==> src/rtl/arbitro_posicao.sv <==
// ---------------------------------------------------------------------------
// arbitro_posicao
// Arbitrates a two-position mechanism driven by two push buttons and two
// limit switches. Buttons are synchronized and debounced, and their rising
// edges become one-cycle requests. An FSM moves the mechanism toward the
// requested position, remembers one request arriving mid-movement, and locks
// into an error state on a movement timeout or when both limit switches read
// active at once.
//
// Ports
//   clk          : single clock, rising edge
//   reset        : synchronous, active-high
//   SinalBotao1  : raw button, requests position 1
//   SinalBotao2  : raw button, requests position 2
//   fimCurso1    : raw limit switch, 1 = mechanism at position 1
//   fimCurso2    : raw limit switch, 1 = mechanism at position 2
//   motor1       : drive toward position 1 (registered)
//   motor2       : drive toward position 2 (registered)
//   posicaofinal : last completed position, 0 = pos 1, 1 = pos 2 (registered)
//   ocupado      : 1 while moving (registered)
//   erro         : 1 while in the error state (registered)
// ---------------------------------------------------------------------------
module arbitro_posicao #(
   parameter int DEBOUNCE_CICLOS = 4,
   parameter int TIMEOUT_CICLOS  = 1000
) (
   input  logic clk,
   input  logic reset,
   input  logic SinalBotao1,
   input  logic SinalBotao2,
   input  logic fimCurso1,
   input  logic fimCurso2,
   output logic motor1,
   output logic motor2,
   output logic posicaofinal,
   output logic ocupado,
   output logic erro
);

   localparam int DB_W = (DEBOUNCE_CICLOS > 1) ? $clog2(DEBOUNCE_CICLOS) : 1;
   localparam int TO_W = (TIMEOUT_CICLOS > 1) ? $clog2(TIMEOUT_CICLOS) : 1;
   localparam logic [DB_W-1:0] DB_MAX = DB_W'(DEBOUNCE_CICLOS - 1);
   localparam logic [TO_W-1:0] TO_MAX = TO_W'(TIMEOUT_CICLOS - 1);

   localparam logic [1:0] PARADO = 2'd0;
   localparam logic [1:0] MOVE1  = 2'd1;
   localparam logic [1:0] MOVE2  = 2'd2;
   localparam logic [1:0] ERRO   = 2'd3;

   // Bit order in the synchronizer: {fimCurso2, fimCurso1, botao2, botao1}
   logic [3:0]      r_sync1;
   logic [3:0]      r_sync2;
   logic [DB_W-1:0] r_dbCnt [2];
   logic [1:0]      r_deb;
   logic [1:0]      r_debAnt;
   logic [1:0]      r_estado;
   logic [TO_W-1:0] r_cnt;
   logic            r_pos;
   logic            r_pendVal;
   logic            r_pendPos;

   logic [1:0] w_req;
   logic       w_fim1;
   logic       w_fim2;
   logic       w_ambosFim;
   logic       w_quer1;
   logic       w_quer2;

   // Two-flop synchronizer for all four raw inputs
   always_ff @(posedge clk) begin
      if (reset) begin
         r_sync1 <= '0;
         r_sync2 <= '0;
      end else begin
         r_sync1 <= {fimCurso2, fimCurso1, SinalBotao2, SinalBotao1};
         r_sync2 <= r_sync1;
      end
   end

   // Button debouncers: the debounced level only follows the synchronized
   // level after it has differed for DEBOUNCE_CICLOS consecutive cycles;
   // any cycle of agreement restarts the run
   always_ff @(posedge clk) begin
      if (reset) begin
         r_dbCnt[0] <= '0;
         r_dbCnt[1] <= '0;
         r_deb      <= '0;
         r_debAnt   <= '0;
      end else begin
         r_debAnt <= r_deb;
         for (int i = 0; i < 2; i++) begin
            if (r_sync2[i] == r_deb[i]) begin
               r_dbCnt[i] <= '0;
            end else if (r_dbCnt[i] == DB_MAX) begin
               r_deb[i]   <= r_sync2[i];
               r_dbCnt[i] <= '0;
            end else begin
               r_dbCnt[i] <= r_dbCnt[i] + 1'b1;
            end
         end
      end
   end

   // Request pulses and effective requests while idle; a stored pending
   // request counts as if its button had just been pressed
   always_comb begin
      w_req      = r_deb & ~r_debAnt;
      w_fim1     = r_sync2[2];
      w_fim2     = r_sync2[3];
      w_ambosFim = w_fim1 & w_fim2;
      w_quer1    = w_req[0] | (r_pendVal & ~r_pendPos);
      w_quer2    = w_req[1] | (r_pendVal & r_pendPos);
   end

   // Main FSM; the movement counter is held at zero while idle so it is
   // already clear on entry to either MOVE state
   always_ff @(posedge clk) begin
      if (reset) begin
         r_estado  <= PARADO;
         r_cnt     <= '0;
         r_pos     <= 1'b0;
         r_pendVal <= 1'b0;
         r_pendPos <= 1'b0;
      end else begin
         case (r_estado)
            PARADO: begin
               r_pendVal <= 1'b0;
               r_cnt     <= '0;
               if (w_ambosFim) begin
                  r_estado <= ERRO;
               end else if (w_quer1 && w_quer2) begin
                  if (!r_pos) begin
                     r_estado <= w_fim2 ? MOVE1 : MOVE2;
                  end else begin
                     r_estado <= w_fim1 ? MOVE2 : MOVE1;
                  end
               end else if (w_quer1 && !w_fim1) begin
                  r_estado <= MOVE1;
               end else if (w_quer2 && !w_fim2) begin
                  r_estado <= MOVE2;
               end
            end
            MOVE1: begin
               if (w_req[1]) begin
                  r_pendVal <= 1'b1;
                  r_pendPos <= 1'b1;
               end
               if (w_ambosFim) begin
                  r_estado  <= ERRO;
                  r_pendVal <= 1'b0;
               end else if (w_fim1) begin
                  r_estado <= PARADO;
                  r_pos    <= 1'b0;
               end else if (r_cnt == TO_MAX) begin
                  r_estado  <= ERRO;
                  r_pendVal <= 1'b0;
               end else begin
                  r_cnt <= r_cnt + 1'b1;
               end
            end
            MOVE2: begin
               if (w_req[0]) begin
                  r_pendVal <= 1'b1;
                  r_pendPos <= 1'b0;
               end
               if (w_ambosFim) begin
                  r_estado  <= ERRO;
                  r_pendVal <= 1'b0;
               end else if (w_fim2) begin
                  r_estado <= PARADO;
                  r_pos    <= 1'b1;
               end else if (r_cnt == TO_MAX) begin
                  r_estado  <= ERRO;
                  r_pendVal <= 1'b0;
               end else begin
                  r_cnt <= r_cnt + 1'b1;
               end
            end
            ERRO: begin
               r_pendVal <= 1'b0;
            end
            default: begin
               r_estado <= PARADO;
            end
         endcase
      end
   end

   // Output registers follow the FSM by one cycle, which gives the
   // press-to-motor and limit-to-stop latencies; reset clears them on the
   // same edge so a running motor stops immediately
   always_ff @(posedge clk) begin
      if (reset) begin
         motor1       <= 1'b0;
         motor2       <= 1'b0;
         posicaofinal <= 1'b0;
         ocupado      <= 1'b0;
         erro         <= 1'b0;
      end else begin
         motor1       <= (r_estado == MOVE1);
         motor2       <= (r_estado == MOVE2);
         posicaofinal <= r_pos;
         ocupado      <= (r_estado == MOVE1) || (r_estado == MOVE2);
         erro         <= (r_estado == ERRO);
      end
   end

endmodule

==> config.mk <==
export PLATFORM = sky130hd
export DESIGN_NAME = arbitro_posicao
export DESIGN_NICKNAME = d
export VERILOG_FILES = /design/src/rtl/arbitro_posicao.sv
export SDC_FILE = /design/constraint.sdc
export NUM_CORES = 1
export LEC_CHECK = 0
export BUFFER_PORTS_ARGS = -buffer_cell sky130_fd_sc_hd__buf_4
export CAP_MARGIN = 20
export CELL_PAD_IN_SITES_DETAIL_PLACEMENT = 1
export CELL_PAD_IN_SITES_GLOBAL_PLACEMENT = 1
export CORE_ASPECT_RATIO = 1.75
export CORE_MARGIN = 10
export CORE_UTILIZATION = 30
export CTS_BUF_LIST = sky130_fd_sc_hd__clkbuf_4 sky130_fd_sc_hd__clkbuf_8
export CTS_CLUSTER_DIAMETER = 200
export DETAILED_ROUTE_END_ITERATION = 16
export GPL_TIMING_DRIVEN = 0
export PLACE_DENSITY_LB_ADDON = 0.1
export SETUP_SLACK_MARGIN = 0.02
export SLEW_MARGIN = 25
export SYNTH_ARGS = -nofsm -noshare
export SYNTH_HDL_FRONTEND = slang
export SYNTH_SLANG_ARGS = --single-unit
export TNS_END_PERCENT = 20
==> constraint.sdc <==
create_clock -name clk -period 2.15 [get_ports clk]
set_input_delay 0.43 -clock clk [delete_from_list [all_inputs] [get_ports clk]]
set_output_delay 0.43 -clock clk [all_outputs]
set_load 0.01 [all_outputs]
==> results.md <==
- Outcome: completed
- Async SR Flop Fraction: 0
- Number of synthesized flops with an enable pin: 4
- Worst path depth: 6
- Hold/Removal Path Class: in -> reg
- Synth top area share: 0.377
- Clock Tree Buf Depth: 2
- Layout area overhead: 18.9%
- WP buf/inv: 0
- Gr usage total: 0.0954
- Final setup margin: 146 ps
- DP Wirelength: 3.15 mm
- Reg power frac: 0.404
- Worst ir drop on vdd: 0.000482 V
- Multi-input gate area: 883 sq um
- Placer congestion estimate: 0.752
- Max_slew headroom: 0.624
- Worst slew pin tran: 560 ps
- Setup WS pre-CTS: 18.8 ps
- Crit Path Class: reg -> reg
- Largest net degree at the start of global routing: 12
- Yosys top cell by area: dfxtp_1
- Clock latency on the worst-skew pair: 280 ps
- Overall power: 1.96 mW
- Design Area, Final: 0.00202 sq mm
- Worst Skew: 3.47 ps
- IO buf count: 10
- GRT Residual Overflow: 0
- Wire length of the first global-routing pass: 7.17 mm
- Routed WL: 4.20 mm
- Cell variety after synth: 42
- Cell Area, Synth: 0.00170 sq mm
- Clock sinks: 36
- TNS Setup: 0 ps
- Placed cell areas: 0.00188 sq mm
- Vias per cell: 4.91
- Core Footprint: 0.00554 sq mm
- Htree depth: 2
- Share of cells above drive strength 1: 0.158
- # IOs: 11
- DRT Pass-1 Iters: 5
- Top_reg_cell synth: dfxtp_1
- Filler Cells Inserted: 672
- Top-count cell post-synth: dfxtp_1
- Synthesis Warnings: 0
- Crit-path cells: ha_1 > nand2_1 > or4_4 > nor3_1 > nor2_1 > o41ai_2
- Most common library cells after synthesis: dfxtp_1 (32), nor2_1 (25), nor2b_1 (20)
- CTS tree: yes
- Unrepaired setup endpoints after global routing: true
- Hold Buf Count CTS: 0
- CP max stage cell: or4_4
- Max-cap viol count: 0
- First DRT Iteration DRCs: 45
- Minimum clock period: 2000 ps
- Pins Over Slew Limit: 0
- Seq cells post-synth: 36
- Hold Vio Cnt, Final: 0
- Crit-path max cell delay: 540 ps
- Die area: 0.00920 sq mm
- Die span in x: 76.9 um
- CP delay by family, top: simple AND/OR/NAND/NOR gates
- Switching share of power: 0.320
- Site Rows: 36
- Reg2Reg Depth: 6
- Count of final setup violators: 0
- Vias: 1398
- Power density over the cells: 969 mW/mm^2
- Worst-path fanout max: 4
- Critical path required time: 2330 ps
- Power share of the combinational group: 0.290
- Pleak: 0.759 nW
- Layout Nets: 222
- Clk pwr share: 0.306
- N_diodes: 0
- Hold Path Cell Cnt: 2
- Initial core utilization: 0.307
- Util after Layout: 0.365
- Initial antenna violation count: 0
- DR WL/cell: 14.7 um
- Crit start category: flip-flop
- Critical Path AT: 2190 ps
- Fmax: 0.499 GHz
- Drc violations: 0
- Post-route ant nets: 0
- Vias in the first global route: 1511
- Cells after Synth: 187
- Area contributors post-synth: dfxtp_1 (38%), nor2b_1 (7.4%), edfxtp_1 (7.1%)
- Crit share post-route: 0.932
- Seq. cell area: 766 sq um
- Cts bufs inserted: 5
- Cell Int Power: 1.33 mW
- Syn avg cell area: 9.09 sq um
- Sequential area share after synthesis: 0.447
- Die height: 120 um
- Critical path capture point type: flip-flop
- Sw Pwr: 627 uW
- Clk pin slew, worst setup/hold paths: 70 ps
- CTS root buf: clkbuf_8
## power by group through the flow
stage / Sequential (mW) / Combinational (mW) / Clock (mW)
floorplan: 0.792 / 0.401 / 0
global placement: 0.797 / 0.545 / 0
global route: 0.801 / 0.641 / 0.656
detailed placement: 0.800 / 0.565 / 0
CTS: 0.785 / 0.573 / 0.626
finish: 0.791 / 0.568 / 0.600
## metrics by stage
step | instances | hold WS, ps
4_1_cts | 284 | 331
3_5_place_dp | 276 | 428
5_1_grt | 285 | 337
2_1_floorplan | 190 | 414
6_report | 285 | 336
3_3_place_gp | 276 | 419
## registers in the layout (all words and copies together), names as in the netlist
name	cells
posicaofinal	1
r_deb	2
r_pendPos	1
motor1	1
r_estado	2
ocupado	1
r_pendVal	1
r_sync2	4
r_dbCnt	4
motor2	1
r_debAnt	2
erro	1
r_sync1	4
r_pos	1
r_cnt	10
## layer usage
metal	wire (um)	vias up	GRT usage
li1	-	684	-
met5	0	-	0
met1	1690	687	0.0926
met4	112	0	0.0514
met3	134	9	0.0277
met2	2260	18	0.176
## cells by family (layout without fill, tap and decap cells)
group | Yosys count | after routing | synth area share
AO/OA/AOI/OAI | 35 | 35 | 0.139
XOR/XNOR | 9 | 9 | 0.0464
buffers and inverters | 17 | 36 | 0.0493
other | 1 | 4 | 0.00221
AND/OR/NAND/NOR | 79 | 79 | 0.245
multiplexers | 2 | 2 | 0.0118
flip-flops | 36 | 36 | 0.447
adder cells (fa/ha/maj) | 8 | 8 | 0.0589
## final cells by class
type / instances / share of cell area
multi-input cells: 137 / 0.437
flip-flops and latches: 36 / 0.379
well taps: 76 / 0.0470
repair buffers: 11 / 0.0408
clock buffers: 6 / 0.0377
plain buffers: 8 / 0.0248
clock inverters: 2 / 0.0173
inverters: 9 / 0.0167
## cell usage in the layout (no fill, tap or decap), types with 2 or more instances in the layout
cell      synthesis  final
nor2_1           25     25
nor3_1            9      7
clkbuf_1          4      4
buf_4             1     12
nand2_1           5      5
nor2b_1          20     20
inv_1             9      8
o31a_1            2      2
dfxtp_1          32     30
nor3_2            0      2
o21a_1            2      2
xnor2_1           8      8
mux2i_1           2      2
a21oi_1           8      8
nand2b_1          4      4
edfxtp_1          4      4
nand4_1           2      2
buf_6             2      2
conb_1            1      4
ha_1              8      8
o21ai_0          10     10
clkbuf_8          0      5
or3_1             3      3
nand3_1           5      5
## path summary, 6_finish.rpt
kind / start / end / slack [ps]
min: reset / motor2$_SDFF_PP0_ / 340
max: r_cnt[0]$_SDFFE_PP0P_ / r_estado[0]$_SDFFE_PP0P_ / 150
max reg2reg: r_cnt[0]$_SDFFE_PP0P_ / r_estado[0]$_SDFFE_PP0P_ / 150
min reg2reg: r_sync1[1]$_SDFF_PP0_ / r_sync2[1]$_SDFF_PP0_ / 440
## repair_timing
action,CTS,global route
endpoints found under the setup margin,1,4
setup buffers,0,1
gates resized for setup,1,6
pin swaps,0,2
(Power assumes the default switching activity.)
